--- config.mk ---
export PLATFORM = sky130hd
export DESIGN_NAME = ysyx_25040105_lsu
export DESIGN_NICKNAME = d
export VERILOG_FILES = /design/src/rtl/ysyx_25040105_lsu_pkg.sv /design/src/rtl/ysyx_25040105_lsu_align.sv /design/src/rtl/ysyx_25040105_lsu.sv
export SDC_FILE = /design/constraint.sdc
export NUM_CORES = 1
export LEC_CHECK = 0
export CORE_UTILIZATION = 40
export CTS_CLUSTER_SIZE = 24
export DETAILED_ROUTE_END_ITERATION = 7
export GPL_ROUTABILITY_DRIVEN = 1
export HOLD_SLACK_MARGIN = 0.05
export PLACE_DENSITY = 0.77
export SLEW_MARGIN = 0
export SYNTH_ARGS = -nofsm -noshare
export SYNTH_HDL_FRONTEND = slang
export SYNTH_SLANG_ARGS = --single-unit
--- constraint.sdc ---
create_clock -name clk -period 3.5 [get_ports clk]
set_input_delay 0.875 -clock clk [delete_from_list [all_inputs] [get_ports clk]]
set_output_delay 0.875 -clock clk [all_outputs]
set_load 0.03 [all_outputs]
--- src/rtl/ysyx_25040105_lsu_pkg.sv ---
// Shared encodings for the load/store unit: access sizes, bus response code
// and the controller state set.
package ysyx_25040105_lsu_pkg;

    localparam logic [1:0] SZ_B    = 2'd0;
    localparam logic [1:0] SZ_H    = 2'd1;
    localparam logic [1:0] SZ_W    = 2'd2;

    localparam logic [1:0] RESP_OK = 2'b00;

    typedef enum logic [2:0] {
        S_IDLE,
        S_RD_ADDR,
        S_RD_DATA,
        S_WR_REQ,
        S_WR_RESP,
        S_DONE
    } lsu_state_e;

endpackage

--- src/rtl/ysyx_25040105_lsu_align.sv ---
// Byte-lane steering for the LSU: alignment check, store lane shift and
// strobes, load lane extraction with sign/zero extension. Purely combinational.
module ysyx_25040105_lsu_align
    import ysyx_25040105_lsu_pkg::*;
(
    input  logic [1:0]  off_i,
    input  logic [1:0]  size_i,
    input  logic        signed_i,
    input  logic [31:0] st_data_i,
    input  logic [31:0] ld_word_i,
    output logic        misaligned_o,
    output logic [31:0] st_data_o,
    output logic [3:0]  st_strb_o,
    output logic [31:0] ld_data_o
);

    logic [4:0]  shamt;
    logic [31:0] lane;

    assign shamt     = {off_i, 3'b000};
    assign st_data_o = st_data_i << shamt;
    assign lane      = ld_word_i >> shamt;

    // Natural alignment per size; the reserved size never reaches the bus.
    always_comb begin
        misaligned_o = 1'b1;
        case (size_i)
            SZ_B:    misaligned_o = 1'b0;
            SZ_H:    misaligned_o = off_i[0];
            SZ_W:    misaligned_o = |off_i;
            default: misaligned_o = 1'b1;
        endcase
    end

    // Byte enables follow the access width shifted to the addressed lane.
    always_comb begin
        st_strb_o = 4'b1111;
        case (size_i)
            SZ_B:    st_strb_o = 4'b0001 << off_i;
            SZ_H:    st_strb_o = 4'b0011 << off_i;
            default: st_strb_o = 4'b1111;
        endcase
    end

    // Pick the addressed lane and extend it to a full register value.
    always_comb begin
        ld_data_o = ld_word_i;
        case (size_i)
            SZ_B:    ld_data_o = {{24{signed_i & lane[7]}}, lane[7:0]};
            SZ_H:    ld_data_o = {{16{signed_i & lane[15]}}, lane[15:0]};
            default: ld_data_o = ld_word_i;
        endcase
    end

endmodule

--- src/rtl/ysyx_25040105_lsu.sv ---
// Load/store unit: takes one request from the EXU, runs it on a split
// read/write bus with valid/ready handshakes and returns a one-cycle response.
module ysyx_25040105_lsu
    import ysyx_25040105_lsu_pkg::*;
#(
    parameter int         ADDR_W  = 32,
    parameter logic [1:0] RESP_OK = 2'b00
) (
    input  logic              clk,
    input  logic              rst,
    input  logic              req_valid,
    output logic              req_ready,
    input  logic              req_wen,
    input  logic [ADDR_W-1:0] req_addr,
    input  logic [1:0]        req_size,
    input  logic              req_signed,
    input  logic [31:0]       req_wdata,
    output logic              rsp_valid,
    output logic [31:0]       rsp_rdata,
    output logic              rsp_err,
    output logic [ADDR_W-1:0] araddr,
    output logic              arvalid,
    input  logic              arready,
    input  logic [31:0]       rdata,
    input  logic [1:0]        rresp,
    input  logic              rvalid,
    output logic              rready,
    output logic [ADDR_W-1:0] awaddr,
    output logic              awvalid,
    input  logic              awready,
    output logic [31:0]       wdata,
    output logic [3:0]        wstrb,
    output logic              wvalid,
    input  logic              wready,
    input  logic [1:0]        bresp,
    input  logic              bvalid,
    output logic              bready
);

    lsu_state_e        state_q, state_d;
    logic [ADDR_W-1:0] addr_q;
    logic [1:0]        size_q;
    logic              signed_q;
    logic [31:0]       wdata_q;
    logic              aw_done_q, w_done_q;
    logic [31:0]       result_q;
    logic              err_q;

    logic              in_idle;
    logic [1:0]        al_off, al_size;
    logic              misaligned;
    logic [31:0]       ld_data;

    // While idle the checker looks at the incoming request; afterwards it
    // works on the latched copy so bus-side outputs stay stable.
    assign in_idle = (state_q == S_IDLE);
    assign al_off  = in_idle ? req_addr[1:0] : addr_q[1:0];
    assign al_size = in_idle ? req_size      : size_q;

    ysyx_25040105_lsu_align u_align (
        .off_i        (al_off),
        .size_i       (al_size),
        .signed_i     (signed_q),
        .st_data_i    (wdata_q),
        .ld_word_i    (rdata),
        .misaligned_o (misaligned),
        .st_data_o    (wdata),
        .st_strb_o    (wstrb),
        .ld_data_o    (ld_data)
    );

    assign araddr    = {addr_q[ADDR_W-1:2], 2'b00};
    assign awaddr    = {addr_q[ADDR_W-1:2], 2'b00};
    assign rsp_rdata = (state_q == S_DONE) ? result_q : 32'd0;
    assign rsp_err   = (state_q == S_DONE) & err_q;

    // State register.
    always_ff @(posedge clk) begin
        if (rst) begin
            state_q <= S_IDLE;
        end else begin
            state_q <= state_d;
        end
    end

    // Next-state and handshake outputs, all decoded from registered state.
    always_comb begin
        state_d   = state_q;
        req_ready = 1'b0;
        arvalid   = 1'b0;
        rready    = 1'b0;
        awvalid   = 1'b0;
        wvalid    = 1'b0;
        bready    = 1'b0;
        rsp_valid = 1'b0;
        case (state_q)
            S_IDLE: begin
                req_ready = 1'b1;
                if (req_valid) begin
                    if (misaligned)   state_d = S_DONE;
                    else if (req_wen) state_d = S_WR_REQ;
                    else              state_d = S_RD_ADDR;
                end
            end
            S_RD_ADDR: begin
                arvalid = 1'b1;
                if (arready) state_d = S_RD_DATA;
            end
            S_RD_DATA: begin
                rready = 1'b1;
                if (rvalid) state_d = S_DONE;
            end
            S_WR_REQ: begin
                awvalid = ~aw_done_q;
                wvalid  = ~w_done_q;
                if ((aw_done_q | awready) && (w_done_q | wready)) state_d = S_WR_RESP;
            end
            S_WR_RESP: begin
                bready = 1'b1;
                if (bvalid) state_d = S_DONE;
            end
            S_DONE: begin
                rsp_valid = 1'b1;
                state_d   = S_IDLE;
            end
            default: state_d = S_IDLE;
        endcase
    end

    // Request latch, per-channel write flags and response capture.
    always_ff @(posedge clk) begin
        if (rst) begin
            addr_q    <= '0;
            size_q    <= 2'd0;
            signed_q  <= 1'b0;
            wdata_q   <= 32'd0;
            aw_done_q <= 1'b0;
            w_done_q  <= 1'b0;
            result_q  <= 32'd0;
            err_q     <= 1'b0;
        end else begin
            case (state_q)
                S_IDLE: begin
                    if (req_valid) begin
                        addr_q    <= req_addr;
                        size_q    <= req_size;
                        signed_q  <= req_signed;
                        wdata_q   <= req_wdata;
                        aw_done_q <= 1'b0;
                        w_done_q  <= 1'b0;
                        result_q  <= 32'd0;
                        err_q     <= misaligned;
                    end
                end
                S_RD_DATA: begin
                    if (rvalid) begin
                        err_q    <= (rresp != RESP_OK);
                        result_q <= (rresp == RESP_OK) ? ld_data : 32'd0;
                    end
                end
                S_WR_REQ: begin
                    if (awvalid && awready) aw_done_q <= 1'b1;
                    if (wvalid && wready)   w_done_q  <= 1'b1;
                end
                S_WR_RESP: begin
                    if (bvalid) err_q <= (bresp != RESP_OK);
                end
                default: ;
            endcase
        end
    end

endmodule

* Word level (Yosys, flattened, before mapping)
Cells that the tools add are included.
W data, S select, Z words.
** Word-level totals
- Register bits :: 105
- Output and inout port bits :: 140
** Cells by class
- Eq/ne operators :: 14
- Shifts and indexed selects :: 4
- Reduce and logical (&&, ||, !) cells :: 18
- Mux-type cells :: 34
- Bitwise operators :: 7
** Operator list (count)
- $mux W32 :: 4
- $pmux W32 S2 :: 2
- $shl A32 B5 Y32 :: 1
- $shr A32 B5 Y16 :: 1
- $mux W3 :: 6
- $pmux W3 S5 :: 1
- $ne A2 B2 Y1 const B :: 7
- $mux W1 :: 13
- $reduce_and A3 Y1 :: 3
- $pmux W4 S2 :: 1
- $reduce_bool A2 Y1 :: 4
- $eq A3 B2 Y1 const B :: 2
- $eq A3 B3 Y1 const B :: 2
- $mux W2 :: 3
- $pmux W1 S3 :: 2
- $reduce_and A5 Y1 :: 1
- $logic_not A2 Y1 :: 2
- $pmux W1 S2 :: 2
- $reduce_and A4 Y1 :: 1
- $shl A1 B2 Y4 const A :: 1
- $shl A2 B2 Y4 const A :: 1
- $and A1 B1 Y1 :: 3
- $eq A3 B1 Y1 const B :: 1
- $logic_and A1 B1 Y1 :: 3
- 8 further kinds :: 10

* Logic depth before layout (Yosys ltp)
Gate-level depths: netlist of run 1.
- Depth in word-level cells :: 8
- Depth in mapped cells :: 9
- Mapped depth without buffers :: 5

* Cells and area by module
A second synthesis of run 1 with hierarchy kept.
** Unflattened totals
- Cells, all modules :: 766
- Area total of the unflattened synthesis :: 5819.3 um^2
** By module, submodules not included
- ysyx_25040105_lsu :: cells an instance 558, instances 1, area an instance 4528.1 um^2, seq. area each 2102.0 um^2
- ysyx_25040105_lsu_align :: cells an instance 208, instances 1, area an instance 1291.2 um^2, seq. area each 0.0 um^2

* Worst setup path before layout of run 1
Ideal clock, no wire load.
- Path type :: input -> output
- From :: input req_addr[0]
- To :: output wstrb[2]
- Stages on the path :: 6
- Slack :: -0.543 ns
- Arrival time :: 3.168 ns
- Path through :: or4b_4 -> and2_1 -> buf_6 -> buf_6 -> buf_2 -> o311ai_0
** Between the ends
- Word-level cells in the longest chain between the ends :: 3
- Elaborated cells on any way between the ends :: 4
** RTL lines
- from (decl) :: line ysyx_25040105_lsu.sv:14 : input logic [ADDR_W-1:0] req_addr,
- $mux W2 * :: line ysyx_25040105_lsu.sv:57 : assign al_off = in_idle ? req_addr[1:0] : addr_q[1:0];
- $shl A2 B2 Y4 or $shl A1 B2 Y4 (tied branches) :: line ysyx_25040105_lsu_align.sv:40, ysyx_25040105_lsu_align.sv:39
- $pmux W4 S2 * :: line ysyx_25040105_lsu_align.sv:38 : case (size_i)
- to (decl) :: line ysyx_25040105_lsu.sv:32 : output logic [3:0] wstrb,
Every way passes the cells marked *; elsewhere a longest branch is shown, timed or not.

* Final worst setup path of run 1
- From :: input req_size[0]
- To :: output wstrb[1]
** Between the ends
- Word-level cells in the longest chain between the ends :: 3
- Elaborated cells on any way between the ends :: 4
** RTL lines
- from (decl) :: line ysyx_25040105_lsu.sv:15 : input logic [1:0] req_size,
- $mux W2 * :: line ysyx_25040105_lsu.sv:58 : assign al_size = in_idle ? req_size : size_q;
- $eq A2 B1 Y1 or $logic_not A2 Y1 (tied branches) :: line ysyx_25040105_lsu_align.sv:38
- $pmux W4 S2 * :: line ysyx_25040105_lsu_align.sv:38
Marks and branches as above.

==> reports/qor.yml, run 1 <==
synth:
  synth_edf_count: 0
  synth_area_leader_cell: "dfxtp_1"
  ys_ff_latch: 105
  synth_area_sq_um: 5778
  synth-async-reset-ratio_pct: 0
  yosys_warnings: 0
  syn_avg_cell_area_sq_um: 7.959
  synthFlopType: "dfxtp_1"
  synth_top_area_share_pct: 36.38
  yosysUniqueCellTypes: 60
  syn-instance-count: 726
  ys_top_cells_by_area: "dfxtp_1 36%, nand2_1 11%, buf_4 8.3%"
  ys_seq_area_share_pct: 36.38
placed_design:
  post-place-ws_ns: -0.2228
  place_congestion: 0.8308
  port_buffers: 247
  hpwl_um: 12690
floorplan:
  die_h_um: 122.2
  core_area_sq_um: 13990
  io_pins: 252
  die_area_sq_um: 14930
  dieWidth_um: 122.2
  rows: 43
  start_util_pct: 41.31
routing:
  drt-vias-per-instance: 5.131
  drt_iter0_markers: 343
  drc: 0
  post_drt_wl_per_cell_um: 16.15
  num_vias: 5608
  first_pass_iters: 5
  wirelength_um: 17660
  postRouteAntennaNets: 0
global_routing:
  antenna_found_initial: 1
  grt-ovfl-total: 0
  track_usage_pct: 23.66
  grt_pass1_wl_um: 27210
  first_global_vias: 5134
  grt_max_degree: 68
clocking:
  cts_root_buf: "clkbuf_16"
  htree_levels: 3
  numClockSinks: 105
  cts_buffers: 9
  postCtsHoldBufs: 0
  cts_tree: "built"
  cts_buffer_depth: 2
  cts.reportedPaths.clkPinSlew_ns: 0.07
  clk_latency_ns: 0.35
critical_path:
  crit_fanout: 3
  worstPathArrival_ns: 2.52
  worstPathRequired_ns: 2.62
  critPathKind: "in2out"
  start_kind: "input pin"
  end_kind: "output port"
power:
  total_power_mw: 5.771
  p_per_area_nw_per_um2: 690.5
  vdd_drop_max_mv: 0.5051
  p_leak_nw: 3.228
final_layout:
  drive_above_1_share_pct: 14.91
  nets: 1019
  layout_commonest_cell: "clkdlybuf4s50_1"
  fillerInstances: 1296
  final_cell_mix: "209 x clkdlybuf4s50_1, 169 x nand2_1, 103 x dfxtp_1, 81 x a21oi_1, 67 x buf_4"
  multi_input_area_sq_um: 3004
  areaGrowthSynthToFinish_pct: 44.65
  seqCellArea_sq_um: 2105
timing:
  fin_ws_ns: 0.1026
  rsz0062_at_grt: "false"
  clock_skew_ns: 0.005791
  tns_ns: 0
  hold_viol_final: 0
  period_share_pct: 97.07
  fmax_ghz: 0.2943
  slew_headroom_pct: 48.06
  final-setup-viol-count: 0
  tightest_slew_ns: 0.7791
  slew_viol_final: 0
  min_period_ns: 3.397
min_path:
  hp-class: "reg2reg"
flow_run:
  cap_violations: 0
run_status:
  status: "finished, final reports clean"
registers in the layout (all words and copies together), names as in the netlist:
name,flops
addr_q,32
result_q,32
wdata_q,32
state_q,3
size_q,2
aw_done_q,1
err_q,1
signed_q,1
w_done_q,1
final cells by class:
class                   count  share of cell area (%)
clock buffers              12                   2.949
inverters                   6                  0.2695
flip-flops and latches    105                   25.18
clock inverters             4                  0.6287
diodes                      1                 0.02994
well taps                 180                   2.695
repair buffers            283                   32.31
multi-input cells         502                   35.94
cell usage after synthesis, drive strengths merged (2+ instances only):
master,n
mux2,16
buf,82
nand4,2
nor2,28
a21oi,83
nand2,171
o211ai,3
nor2b,8
or4b,3
o21ai,29
inv,6
nor3,2
clkbuf,36
nand3,13
o22a,7
nor3b,2
a221oi,8
a221o,16
a22oi,2
and2,40
a32o,8
and3,2
o31ai,4
mux2i,22
mux4,2
dfxtp,105
or2,2
nand2b,5
path summary, 6_finish.rpt:
path,slack (ns),end,startpoint,depth (start not counted)
min reg2reg,0.45,result_q[10],result_q[10],2
max reg2reg,0.63,result_q[30],state_q[1],7
max,0.10,wstrb[1],req_size[0],6
min,0.45,result_q[10],result_q[10],2
through the flow:
step	utilization (%)	hold slack, ns	area, sq um	instances
after floorplan	-	0.4167	5797	729
after global placement	57.10	0.4301	7988	1073
after detailed placement	57.10	0.4410	7988	1073
after CTS	59.64	0.4494	8343	1092
after global routing	59.73	0.4705	8356	1092
final	59.75	0.4450	8358	1093
report_power, final:
part / internal, mW / leakage (nW) / switching (mW)
registers: 1.39 / 0.856 / 0.212
clock network: 0.575 / 0.135 / 0.459
logic: 1.31 / 2.24 / 1.83
total: 3.27 / 3.23 / 2.50
kinds of logic (layout without fill, tap and decap cells):
family | Yosys count | after routing | synth area share (%)
other cells | 1 | 5 | 0.06490
simple gates | 283 | 285 | 22.43
mux | 40 | 40 | 7.904
flops | 105 | 105 | 36.38
buf+inv | 124 | 305 | 13.14
compound gates | 173 | 173 | 20.07
what timing repair did:
action	in CTS	in global routing
resized for setup	12	5
gates cloned	2	0
pin swaps	1	0
buffers inserted	1	0
setup endpoints to repair	27	45
routing by layer:
metal  up-vias  global-route usage, %  share of wire, %
li1       2782                      -                 -
met1      2588                  29.62                41
met2       227                  39.34                49
met3        11                  7.584               8.8
met4         0                  5.488               1.0
met5         -                      0                 0
critical path, cell delays in order:
cell,delay [ns]
clkdlybuf4s50_1,0.47
or4b_1,0.45
and2_2,0.23
and2_1,0.17
o21ai_0,0.14
buf_4,0.18
No activity file was read; power rests on OpenSTA's default activity.
==> run 2: changes to the inputs <==
--- a/config.mk
+++ b/config.mk
@@ -6,7 +6,6 @@
 export NUM_CORES = 1
 export LEC_CHECK = 0
 export CORE_UTILIZATION = 40
-export CTS_CLUSTER_SIZE = 24
 export DETAILED_ROUTE_END_ITERATION = 7
 export GPL_ROUTABILITY_DRIVEN = 1
 export HOLD_SLACK_MARGIN = 0.05
==> results of run 2 <==
The final DEF is identical to that of run 1; final timing and power are the same.
